===== config.mk =====
export PLATFORM = sky130hd
export DESIGN_NAME = icetap_rec_ctrl
export DESIGN_NICKNAME = d
export VERILOG_FILES = /design/src/rtl/icetap_rec_ctrl.sv
export SDC_FILE = /design/constraint.sdc
export NUM_CORES = 1
export LEC_CHECK = 0
export ABC_AREA = 1
export BUFFER_PORTS_ARGS = -buffer_cell sky130_fd_sc_hd__buf_2
export CAP_MARGIN = 20
export CORE_MARGIN = 8
export CORE_UTILIZATION = 52
export CTS_BUF_LIST = sky130_fd_sc_hd__clkbuf_8
export CTS_CLUSTER_DIAMETER = 120
export CTS_CLUSTER_SIZE = 40
export DETAILED_ROUTE_END_ITERATION = 8
export PLACE_DENSITY = 0.82
export SETUP_SLACK_MARGIN = 0.3
export SYNTH_ARGS = -nofsm -noshare
export SYNTH_HDL_FRONTEND = slang
export SYNTH_SLANG_ARGS = --single-unit

===== constraint.sdc =====
create_clock -name src_clk -period 8.51 [get_ports src_clk]
set_clock_uncertainty 0.15 [all_clocks]
set_input_delay 1.702 -clock src_clk [delete_from_list [all_inputs] [get_ports src_clk]]
set_output_delay 1.702 -clock src_clk [all_outputs]
set_load 0.02 [all_outputs]

===== src/rtl/icetap_rec_ctrl.sv =====
// icetap_rec_ctrl: recording sequencer for the icetap BRAM capture path (src_clk domain).
// Runs arm -> pre-trigger -> post-trigger -> done, drives RAM write/read strobes and
// addresses, and holds start/trigger/stop addresses for scan readout.
// Optional build macro: ICETAP_TRIG_COUNT_EN adds a trigger holdoff counter
// (accept on the trigger_count+1'th qualifying hit).
module icetap_rec_ctrl #(
  parameter int unsigned RECORD_DEPTH  = 256,
  parameter int unsigned RAM_ADDR_BITS = $clog2(RECORD_DEPTH)
) (
  input  logic                     src_clk,
  input  logic                     src_reset,
  input  logic                     start,
  input  logic                     abort,
  input  logic [1:0]               trigger_pos,
  input  logic                     store_hit,
  input  logic                     trigger_hit,
  input  logic [7:0]               trigger_count,
  input  logic                     read_req_first,
  input  logic                     read_req_next,
  output logic                     ram_wr_ena,
  output logic [RAM_ADDR_BITS-1:0] ram_wr_addr,
  output logic                     ram_rd_ena,
  output logic [RAM_ADDR_BITS-1:0] ram_rd_addr,
  output logic                     read_data_vld,
  output logic [1:0]               state,
  output logic [RAM_ADDR_BITS-1:0] start_addr,
  output logic [RAM_ADDR_BITS-1:0] trigger_addr,
  output logic [RAM_ADDR_BITS-1:0] stop_addr
);

  localparam int unsigned AW = RAM_ADDR_BITS;
  // Pre-trigger counter needs one extra bit so it can saturate at DEPTH.
  localparam int unsigned CW = RAM_ADDR_BITS + 1;

  localparam logic [1:0] ST_IDLE = 2'd0;
  localparam logic [1:0] ST_PRE  = 2'd1;
  localparam logic [1:0] ST_POST = 2'd2;
  localparam logic [1:0] ST_DONE = 2'd3;

  localparam logic [CW-1:0] PRE_MID    = CW'(RECORD_DEPTH / 2);
  localparam logic [CW-1:0] PRE_LAST   = CW'(RECORD_DEPTH - 1);
  localparam logic [CW-1:0] PRE_FULL   = CW'(RECORD_DEPTH);
  localparam logic [AW-1:0] POST_FIRST = AW'(RECORD_DEPTH - 1);
  localparam logic [AW-1:0] POST_MID   = AW'(RECORD_DEPTH / 2 - 1);

  logic [1:0]    state_q, state_d;
  logic [AW-1:0] wr_ptr_q, wr_ptr_d;
  logic [CW-1:0] pre_cnt_q, pre_cnt_d;
  logic [AW-1:0] post_cnt_q, post_cnt_d;
  logic [CW-1:0] pre_need_q, pre_need_d;
  logic [AW-1:0] post_need_q, post_need_d;
  logic          wrap_q, wrap_d;
  logic          trig_seen_q, trig_seen_d;
  logic [AW-1:0] start_addr_q, start_addr_d;
  logic [AW-1:0] trigger_addr_q, trigger_addr_d;
  logic [AW-1:0] stop_addr_q, stop_addr_d;
  logic [AW-1:0] rd_addr_q, rd_addr_d;
  logic          rd_ena_q, rd_ena_d;
  logic          rd_vld_q, rd_vld_d;

  logic          recording_c;
  logic          trig_qual_c;
  logic          cnt_ok_c;
  logic          trig_accept_c;
  logic          wr_ena_c;
  logic [AW-1:0] wr_ptr_inc_c;
  logic          wrap_inc_c;
  logic [AW-1:0] abort_stop_c;

`ifdef ICETAP_TRIG_COUNT_EN
  logic [7:0]    trig_cnt_q, trig_cnt_d;

  // Accept only once the holdoff count of qualifying hits has been seen.
  assign cnt_ok_c = (trig_cnt_q == trigger_count);
`else
  logic          unused_trigger_count;

  // Holdoff disabled: every qualifying hit is accepted.
  assign cnt_ok_c             = 1'b1;
  assign unused_trigger_count = ^trigger_count;
`endif

  // Trigger qualification and the zero-latency RAM write strobe.
  assign recording_c   = (state_q == ST_PRE) || (state_q == ST_POST);
  assign trig_qual_c   = (state_q == ST_PRE) && trigger_hit && (pre_cnt_q >= pre_need_q);
  assign trig_accept_c = trig_qual_c && cnt_ok_c;
  assign wr_ena_c      = ((state_q == ST_PRE) && (store_hit || trig_accept_c)) ||
                         ((state_q == ST_POST) && store_hit);

  // Pointer and wrap flag as they stand after this cycle's write; abort reports from these.
  assign wr_ptr_inc_c = wr_ptr_q + AW'(wr_ena_c);
  assign wrap_inc_c   = wrap_q || (wr_ena_c && (wr_ptr_q == {AW{1'b1}}));
  assign abort_stop_c = (wrap_inc_c || (wr_ptr_inc_c != '0)) ? (wr_ptr_inc_c - AW'(1)) : '0;

  // Next-state, pointer, address and readout logic.
  always_comb begin
    state_d        = state_q;
    wr_ptr_d       = wr_ptr_q;
    pre_cnt_d      = pre_cnt_q;
    post_cnt_d     = post_cnt_q;
    pre_need_d     = pre_need_q;
    post_need_d    = post_need_q;
    wrap_d         = wrap_q;
    trig_seen_d    = trig_seen_q;
    start_addr_d   = start_addr_q;
    trigger_addr_d = trigger_addr_q;
    stop_addr_d    = stop_addr_q;
    rd_addr_d      = rd_addr_q;
    rd_ena_d       = 1'b0;
    rd_vld_d       = rd_ena_q;
`ifdef ICETAP_TRIG_COUNT_EN
    trig_cnt_d     = trig_cnt_q;
`endif

    if (state_q == ST_DONE) begin
      if (read_req_first) begin
        rd_addr_d = start_addr_q;
        rd_ena_d  = 1'b1;
      end else if (read_req_next) begin
        rd_addr_d = rd_addr_q + AW'(1);
        rd_ena_d  = 1'b1;
      end
    end

    if (!recording_c) begin
      if (start) begin
        state_d     = ST_PRE;
        wr_ptr_d    = '0;
        pre_cnt_d   = '0;
        wrap_d      = 1'b0;
        trig_seen_d = 1'b0;
`ifdef ICETAP_TRIG_COUNT_EN
        trig_cnt_d  = '0;
`endif
        case (trigger_pos)
          2'd0: begin
            pre_need_d  = '0;
            post_need_d = POST_FIRST;
          end
          2'd2: begin
            pre_need_d  = PRE_LAST;
            post_need_d = '0;
          end
          default: begin
            pre_need_d  = PRE_MID;
            post_need_d = POST_MID;
          end
        endcase
      end
    end else begin
      if (wr_ena_c) begin
        wr_ptr_d = wr_ptr_inc_c;
        wrap_d   = wrap_inc_c;
      end
      if ((state_q == ST_PRE) && store_hit && (pre_cnt_q != PRE_FULL)) begin
        pre_cnt_d = pre_cnt_q + CW'(1);
      end

      if (abort) begin
        state_d      = ST_DONE;
        stop_addr_d  = abort_stop_c;
        start_addr_d = wrap_inc_c ? (abort_stop_c + AW'(1)) : '0;
        if (!trig_seen_q) begin
          trigger_addr_d = abort_stop_c;
        end
      end else if (trig_accept_c) begin
        trigger_addr_d = wr_ptr_q;
        trig_seen_d    = 1'b1;
        post_cnt_d     = post_need_q;
        if (post_need_q == '0) begin
          stop_addr_d  = wr_ptr_q;
          start_addr_d = wr_ptr_q + AW'(1);
          state_d      = ST_DONE;
        end else begin
          state_d      = ST_POST;
        end
      end else if ((state_q == ST_POST) && store_hit) begin
        post_cnt_d = post_cnt_q - AW'(1);
        if (post_cnt_q == AW'(1)) begin
          stop_addr_d  = wr_ptr_q;
          start_addr_d = wr_ptr_q + AW'(1);
          state_d      = ST_DONE;
        end
`ifdef ICETAP_TRIG_COUNT_EN
      end else if (trig_qual_c && (trig_cnt_q != 8'hFF)) begin
        trig_cnt_d = trig_cnt_q + 8'd1;
`endif
      end
    end
  end

  // State and datapath registers with synchronous reset.
  always_ff @(posedge src_clk) begin
    if (src_reset) begin
      state_q        <= ST_IDLE;
      wr_ptr_q       <= '0;
      pre_cnt_q      <= '0;
      post_cnt_q     <= '0;
      pre_need_q     <= '0;
      post_need_q    <= '0;
      wrap_q         <= 1'b0;
      trig_seen_q    <= 1'b0;
      start_addr_q   <= '0;
      trigger_addr_q <= '0;
      stop_addr_q    <= '0;
      rd_addr_q      <= '0;
      rd_ena_q       <= 1'b0;
      rd_vld_q       <= 1'b0;
`ifdef ICETAP_TRIG_COUNT_EN
      trig_cnt_q     <= '0;
`endif
    end else begin
      state_q        <= state_d;
      wr_ptr_q       <= wr_ptr_d;
      pre_cnt_q      <= pre_cnt_d;
      post_cnt_q     <= post_cnt_d;
      pre_need_q     <= pre_need_d;
      post_need_q    <= post_need_d;
      wrap_q         <= wrap_d;
      trig_seen_q    <= trig_seen_d;
      start_addr_q   <= start_addr_d;
      trigger_addr_q <= trigger_addr_d;
      stop_addr_q    <= stop_addr_d;
      rd_addr_q      <= rd_addr_d;
      rd_ena_q       <= rd_ena_d;
      rd_vld_q       <= rd_vld_d;
`ifdef ICETAP_TRIG_COUNT_EN
      trig_cnt_q     <= trig_cnt_d;
`endif
    end
  end

  assign ram_wr_ena    = wr_ena_c;
  assign ram_wr_addr   = wr_ptr_q;
  assign ram_rd_ena    = rd_ena_q;
  assign ram_rd_addr   = rd_addr_q;
  assign read_data_vld = rd_vld_q;
  assign state         = state_q;
  assign start_addr    = start_addr_q;
  assign trigger_addr  = trigger_addr_q;
  assign stop_addr     = stop_addr_q;

endmodule


* Word-level counts from Yosys, hierarchy flattened
Index checks and enable logic that the tools add are counted.
** Word-level totals
- Input bits :: 18
- Register bits after elaboration :: 80
** Operators by class
- $add $sub $neg :: 7
- Equality and inequality tests :: 15
- Bitwise gates (word level) :: 3
- Reduce and logical (&&, ||, !) cells :: 31
- Multiplexer cells :: 42
- Order comparisons :: 1
** Operators with widths (count)
- $mux 8 :: 22
- $pmux 8 s2 :: 2
- $mux 9 :: 3
- $add 8x1->8 const B :: 3
- $sub 8x1->8 const B :: 2
- $mux 2 :: 6
- $reduce_and 3->1 :: 4
- $add 9x1->9 const B :: 1
- $ge 9x9->1 :: 1
- $mux 1 :: 9
- $ne 9x9->1 const B :: 1
- $add 8x1->8 :: 1
- $eq 8x1->1 const B :: 1
- $eq 8x8->1 const B :: 1
- $logic_not 8->1 :: 1
- $ne 4x2->1 const B :: 2
- $reduce_and 2->1 :: 4
- $reduce_bool 2->1 :: 4
- $reduce_bool 8->1 :: 1
- $logic_and 1x1->1 :: 7
- $eq 2x2->1 const B :: 3
- $ne 2x1->1 const B :: 3
- $reduce_bool 3->1 :: 2
- $logic_or 1x1->1 :: 5
- other kinds (7) :: 10

* Logic depth before layout (Yosys ltp)
Gate-level depths: netlist of the first run.
- Depth after elaboration :: 13
- Mapped depth :: 29

* Worst setup path after synthesis of the first run
Ideal clock, no wire load.
- Path type :: input-to-reg
- Start point :: input trigger_hit
- End point :: register start_addr_q[2] (netlist: start_addr[2])
- Required time :: 8.286 ns
- Cell stages on the path :: 21
- Path buffers :: 1
- Setup slack :: 4.123 ns
- Arrival :: 4.163 ns
- Cells stage by stage :: nand2_1 > inv_1 > nand2_1 > nand3_1 > ha_1 > ha_1 > inv_1 > ha_1 > inv_1 > nor2_1 > nand3_1 > nor2_2 > nand3_2 > buf_6 > nand2_1 > inv_1 > ha_1 > inv_1 > nor2_1 > nand3b_1 > a31oi_1
** On the way
- Longest elaborated chain between the ends :: 12
** Ends and longest elaborated chain
- from (decl) :: RTL line 16 : input logic trigger_hit,
- $logic_and 1x1->1 * (2 in series) :: RTL line 85 : assign trig_qual_c = (state_q == ST_PRE) && trigger_hit && (pre_cnt_q >= pre_need_q);
- $logic_or 1x1->1 * :: RTL line 87 : assign wr_ena_c = ((state_q == ST_PRE) && (store_hit || trig_accept_c)) ||
- $logic_and 1x1->1 * :: RTL line 87
- $logic_or 1x1->1 * :: RTL line 87
- named net ram_wr_ena :: RTL line 20 : output logic ram_wr_ena,
- parallel branches: the longest is 5 deep, another holds $add 8x1->8
- $mux 8 * :: RTL line 162 : start_addr_d = wrap_inc_c ? (abort_stop_c + AW'(1)) : '0;
- $mux 8 * :: RTL line 159 : if (abort) begin
- to (signal assigned) :: RTL line 221 : start_addr_q <= start_addr_d;
- to (decl) :: RTL line 54 : logic [AW-1:0] start_addr_q, start_addr_d;
Mark *: on every way through the listed nets, which the timed path passes.
A chain may end at the register's enable or synchronous reset.

* Final worst setup path of the first run
- Start point :: input trigger_hit
- End point :: register start_addr_q[2] (netlist: start_addr[2])
** On the way
- Longest elaborated chain between the ends :: 12
** Ends and longest elaborated chain (RTL line)
- $logic_and 1x1->1 * (2 in series) :: 85
- parallel branches: the longest is 10 deep, another holds $add 8x1->8
Mark *: on every way between the ends.

==> results of run 1 <==
[power by group]
part / total (mW) / internal, mW / switching [mW] / leakage (nW)
combinational: 0.215 / 0.0661 / 0.148 / 1.57
sequential: 0.351 / 0.335 / 0.0160 / 0.544
clock: 0.276 / 0.143 / 0.132 / 0.102
[metrics by stage]
| stage | power, mW | setup slack (ns) | instance area (um2) | hold slack (ns) | instances |
|---|---|---|---|---|---|
| floorplan | 0.516 | 4.12 | 4020 | 0.300 | 591 |
| finish | 0.841 | 3.65 | 4520 | 0.276 | 745 |
| CTS | 0.845 | 3.74 | 4520 | 0.280 | 745 |
| global route | 0.886 | 3.40 | 4520 | 0.317 | 745 |
| global placement | 0.562 | 3.46 | 4320 | 0.257 | 729 |
| detailed placement | 0.570 | 3.40 | 4320 | 0.268 | 729 |
[worst max-delay path: cells and delay by family]
family	cells	cell delay [ns]
fa+ha+maj	4	1.03
simple gates	10	1.62
compound gates	1	0.19
buf+inv	6	0.46
[flip-flops by register name (all words and copies together) (netlist names)]
name / flops
read_data_vld: 1
trigger_addr: 8
post_need_q: 2
post_cnt_q: 8
start_addr: 8
state: 2
ram_rd_addr: 8
ram_wr_addr: 8
trig_seen_q: 1
wrap_q: 1
pre_need_q: 2
pre_cnt_q: 9
stop_addr: 8
ram_rd_ena: 1
[cell families (layout without fill, tap and decap cells)]
| family | Yosys count | count (layout) | synth area share [%] |
|---|---|---|---|
| compound gates | 142 | 142 | 19.7 |
| xor+xnor | 13 | 13 | 3.02 |
| fa+ha+maj | 22 | 22 | 6.86 |
| buf+inv | 115 | 167 | 11.5 |
| flops | 67 | 67 | 33.4 |
| simple gates | 232 | 232 | 25.6 |
[layout by cell type (no fill, tap or decap), types with 2 or more instances in the layout]
cell / instances
nor4_1: 2
inv_1: 87
xnor2_1: 4
nand4_1: 4
clkinv_2: 3
a211oi_1: 5
o22ai_1: 3
clkinv_4: 2
nor2_2: 8
ha_1: 22
xor2_1: 8
inv_2: 7
buf_2: 54
o21ai_1: 5
clkinv_1: 2
nand2_2: 7
o21ai_0: 57
a21oi_2: 3
nor2_1: 39
nor3_1: 7
a31oi_1: 11
dfxtp_1: 67
clkbuf_8: 10
nand3_1: 36
nand3_2: 3
a21oi_1: 45
nor3_2: 2
o21a_1: 8
nand2_1: 118
[area by class of cell]
type                            count  share of cell area [%]
Clock inverter                      6                    1.44
Inverter                           97                    8.08
Multi-Input combinational cell    409                    48.9
Tap cell                          102                    2.82
Clock buffer                       10                    3.05
Sequential cell                    67                    29.7
Timing Repair Buffer               54                    5.98
[path summary, 6_finish.rpt]
kind | end | slack, ns | cells after the start
max | start_addr[2] | 3.65 | 21
min | read_data_vld | 0.28 | 2
max reg2reg | start_addr[2] | 3.98 | 26
min reg2reg | read_data_vld | 0.28 | 2
[metal layers]
layer	vias to the layer above	part of all wire (%)
li1	2020	-
met1	1835	45
met2	83	49
met3	17	3.5
met4	0	1.8
met5	-	0
==> summary.md, run 1 <==
| Metric | Value |
|---|---|
| Status | finished, final reports clean |
| Multi-input gate area | 2210 um2 |
| Largest net degree at the start of global routing | 36 |
| Clk sinks | 67 |
| Final setup vio count | 0 |
| Count leader, synth | nand2_1 |
| Gr busiest metal | met2 |
| Maximum VDD drop | 0.0000844 V |
| Die Ht | 104 um |
| Crit path largest cell delay | 0.34 ns |
| Postcts setup bufs | 0 |
| Area of the mapped netlist | 4020 um2 |
| Gpl congestion | 0.936 |
| Detail Route Antenna Nets | 0 |
| Reg2reg start | pre_need_q[6] |
| CTS tree | built |
| Final worst-path cycle share | 57.2% |
| Max-cap check violation count | 0 |
| DRC viols | 0 |
| Die area | 10800 um2 |
| Min-Delay Path Class | reg -> reg |
| Maximum clock rate | 0.206 GHz |
| Initial Utilization | 52.8% |
| Post-synth top cells | nand2_1, inv_1, dfxtp_1, o21ai_0, a21oi_1 |
| H-tree Lvls | 3 |
| Post-synth top area cell | dfxtp_1 |
| Critical setup path kind | in -> reg |
| CP cell instances | buf_2 > nand2_1 > inv_1 > nand2_1 > nand3_1 > ha_1 > ha_1 > inv_1 > ha_1 > inv_1 > nor2_1 > nand3_1 > nor2_2 > nand3_2 > nand2_1 > inv_1 > ha_1 > inv_1 > nor2_1 > nand3b_1 > a31oi_1 |
| Hold Fails Final Rpt | 0 |
| Post-Syn Instances | 591 |
| Vias per cell | 5.31 |
| Main area contributors after synthesis | dfxtp_1, nand2_1, inv_1, o21ai_0, ha_1 |
| Asr flop ratio synth | 0% |
| Num CTS Buffers | 9 |
| HPWL Detailed | 7.70 mm |
| Routed via count | 3955 |
| First-pass GRT wire length | 17.7 mm |
| Worst path arrival time | 4.99 ns |
| #FFs+latches synth | 67 |
| Min cycle time layout | 4.86 ns |
| Worst-path clk slew | 0.08 ns |
| CP startpoint | trigger_hit |
| Grt total ovfl | 0 |
| Avg WL per Cell | 14.3 um |
| Slew margin rel. | 36.6% |
| Primary FF master, synth | dfxtp_1 |
| Max stage delay cell, worst path | ha_1 |
| Unrepaired setup endpoints after global routing | no |
| Slew @ Worst Pin | 0.945 ns |
| # diodes | 0 |
| Final wirelength | 10.6 mm |
| HP Start | ram_rd_ena |
| Number of synthesized flops with an enable pin | 0 |
| FF+latch area | 1340 um2 |
| Worst Setup End Kind | register |
| GR Layer Usage met2 | 33.3% |
| Ys Warns | 0 |
| Synth unique cells | 43 |
| Critical path data required time | 8.63 ns |
| Post-synthesis average cell area | 6.79 um2 |
| Met1 Use GR | 23.5% |
| Share of the synthesized area in the top cell type | 33.4% |
| Pwr dens | 186 nW/um2 |
| Share of post-route cells with drive strength above 1 | 16.2% |
| Slew Limit Fails | 0 |
| CTS Buffer Depth | 2 |
| Iter 0 DRT Violations | 270 |
| Clock latency on the worst-skew pair | 0.35 ns |
| Leak | 2.22 nW |
| CP startpoint kind | input pin |
| CORE AREA | 7610 um2 |
| Post-layout util | 59.4% |
| Most frequent CP cell | inv_1 |
| Chip width | 104 um |
| Num rows | 32 |
| Area Overhead vs Synth | 12.6% |
| Final nets | 678 |
| Sequential share of the synthesized area | 33.4% |
| Hold buffer count at CTS | 0 |
| Post-Syn Nets | 631 |
| M3 GR Usage | 4.09% |
| Antenna violations before repair | 0 |
| Worst Path Max Fanout | 14 |
| Setup TNS | 0 ns |
| Post-CTS sizing | 0 |
| Total global-route track usage | 19.5% |
| Number of fillers in the final layout | 756 |
| Boundary Pins | 63 |
| DRT Pass-1 Iters | 4 |
| Vias in the first global route | 3726 |
| Root buf cell | clkbuf_8 |
| Port Buffer Count | 54 |
Power figures use the tool's default switching activity.
==> inputs of run 2 (changes only) <==
clock period = 4.8 ns   (was 8.51 ns; I/O delays follow)
==> summary.md, run 2 (synthesized netlist as in run 1, its figures left out) <==
| Metric | Value |
|---|---|
| Status | finished, final reports clean |
| Detail Route Antenna Nets | 0 |
| # diodes | 0 |
| Vias per cell | 5.39 |
| Switching portion of total power | 35.1% |
| Crit path largest cell delay | 0.32 ns |
| Initial Utilization | 52.8% |
| DRC viols | 0 |
| Combinational Power Share | 26.9% |
| Largest net degree at the start of global routing | 35 |
| Hold buffer count at CTS | 0 |
| Boundary Pins | 63 |
| Final setup vio count | 0 |
| Num CTS Buffers | 9 |
| Worst path arrival time | 4.10 ns |
| Root buf cell | clkbuf_8 |
| Flop2flop setup slack | 0.82 ns |
| Critical setup path kind | reg -> reg |
| Maximum VDD drop | 0.000151 V |
| Slew margin rel. | 36.7% |
| Worst Path Max Fanout | 14 |
| Antenna violations before repair | 0 |
| Port Buffer Count | 54 |
| Slew Limit Fails | 0 |
| Worst-case reg-to-reg path depth | 24 |
| HPWL Detailed | 7.62 mm |
| Area Overhead vs Synth | 12.6% |
| Max-cap check violation count | 0 |
| Critical path data required time | 4.92 ns |
| Gpl congestion | 0.953 |
| Num rows | 32 |
| Vias in the first global route | 3721 |
| Post-route cell area | 4520 um2 |
| Clock share of power | 29.4% |
| Metal3 WL | 511 um |
| Avg WL per Cell | 13.7 um |
| Routed via count | 4028 |
| Die area | 10800 um2 |
| Final worst-path cycle share | 82.8% |
| Most frequent cells in the layout | nand2_1, inv_1, dfxtp_1 |
| RR Endpoint | start_addr[2] |
| Met2 wire len | 5.14 mm |
| Most common cell after layout, fill and taps aside | nand2_1 |
| Min cycle time layout | 3.98 ns |
| Hold Fails Final Rpt | 0 |
| CP endpoint | start_addr[2] |
| CP startpoint | pre_need_q[6] |
| Grt total ovfl | 0 |
| CORE AREA | 7610 um2 |
| Worst Setup End Kind | register |
| Pwr dens | 314 nW/um2 |
| Slew @ Worst Pin | 0.943 ns |
| H-tree Lvls | 3 |
| Max stage delay cell, worst path | dfxtp_1 |
| Reg with most FFs | pre_cnt_q |
| Iter 0 DRT Violations | 302 |
| Sw power | 0.499 mW |
| CP startpoint kind | register |
| Setup TNS | 0 ns |
| Placed instance area | 4340 um2 |
| Wire length on met1 | 4.42 mm |
| Chip width | 104 um |
| Die Ht | 104 um |
| Max reg flops | 9 |
| Min-Delay Path Class | reg -> reg |
| CP cell instances | inv_1 > ha_1 > a21oi_1 > nand2_1 > nand2_1 > nand3_1 > nand2_1 > nand3_1 > ha_1 > ha_1 > inv_1 > ha_1 > inv_1 > nor2_1 > nand3_1 > nor2_2 > nand3_4 > nand2_1 > inv_1 > ha_1 > inv_1 > nor2_1 > nand3b_1 > a31oi_1 |
| Final nets | 681 |
| Reg2reg start | pre_need_q[6] |
| CTS tree | built |
| WHS | 0.273 ns |
| Total global-route track usage | 19.0% |
| Number of fillers in the final layout | 732 |
| Flop pwr share | 43.7% |
| Share of post-route cells with drive strength above 1 | 16.1% |
| Maximum clock rate | 0.251 GHz |
| Internal power | 0.923 mW |
| Clk sinks | 67 |
| DRT Pass-1 Iters | 5 |
| Final wirelength | 10.2 mm |
| Clock latency on the worst-skew pair | 0.34 ns |
| Top routing layer used | met4 |
| CTS Buffer Depth | 2 |
| First-pass GRT wire length | 17.2 mm |
| Unrepaired setup endpoints after global routing | no |
| Worst-path clk slew | 0.07 ns |
| Leak | 2.24 nW |
| Postcts setup bufs | 0 |
run 2: power by group through the flow:
stage / combinational (mW) / sequential, mW / clock (mW)
floorplan: 0.249 / 0.666 / 0
global placement: 0.367 / 0.633 / 0
detailed placement: 0.377 / 0.633 / 0
CTS: 0.378 / 0.621 / 0.425
global route: 0.425 / 0.626 / 0.449
finish: 0.382 / 0.621 / 0.418
run 2: final cells by class:
class                           instances  area, um2  share of cell area, %
Sequential cell                        67       1340                   29.7
Clock inverter                          5       21.3                  0.471
Inverter                               97        365                   8.08
Timing Repair Buffer                   57        293                   6.48
Multi-Input combinational cell        409       2220                   49.1
Clock buffer                           11        151                   3.35
Tap cell                              102        128                   2.82
run 2: what timing repair did:
item	in CTS	in global routing
resized for setup	0	1
endpoints found under the hold margin	0	0
endpoints found under the setup margin	0	2
run 2: worst min path at each step:
stage / startpoint / cells past startpoint / to / slack, ns
2_1_floorplan: trig_seen_q / 2 / trig_seen_q / 0.30
3_3_place_gp: ram_rd_ena / 2 / read_data_vld / 0.26
3_5_place_dp: ram_rd_ena / 2 / read_data_vld / 0.27
4_1_cts: ram_rd_ena / 2 / read_data_vld / 0.28
5_1_grt: ram_rd_ena / 2 / read_data_vld / 0.32
6_report: ram_rd_ena / 2 / read_data_vld / 0.27
run 2: stage by stage:
step | util (%) | cells | worst slack [ns] | power [mW]
after CTS | 59.3 | 748 | 0.756 | 1.42
after global routing | 59.4 | 748 | 0.368 | 1.50
after floorplan | - | 591 | 1.16 | 0.914
after global placement | 57.0 | 732 | 0.850 | 0.999
after detailed placement | 57.0 | 732 | 0.785 | 1.01
final | 59.4 | 748 | 0.824 | 1.42
run 2: critical path: cells and delay by family (launching register included):
kind	cells	cell delay (ns)
DFF	1	0.32
adders and majority gates	5	1.29
buffers and inverters	5	0.47
AOI/OAI and AO/OA	2	0.31
and+or+nand+nor	12	1.37
run 2: layer usage:
layer  up-vias  track usage (%)
li1       2030                -
met1      1873             22.0
met2       112             33.3
met3        13             4.83
met4         0             6.20
met5         -                0
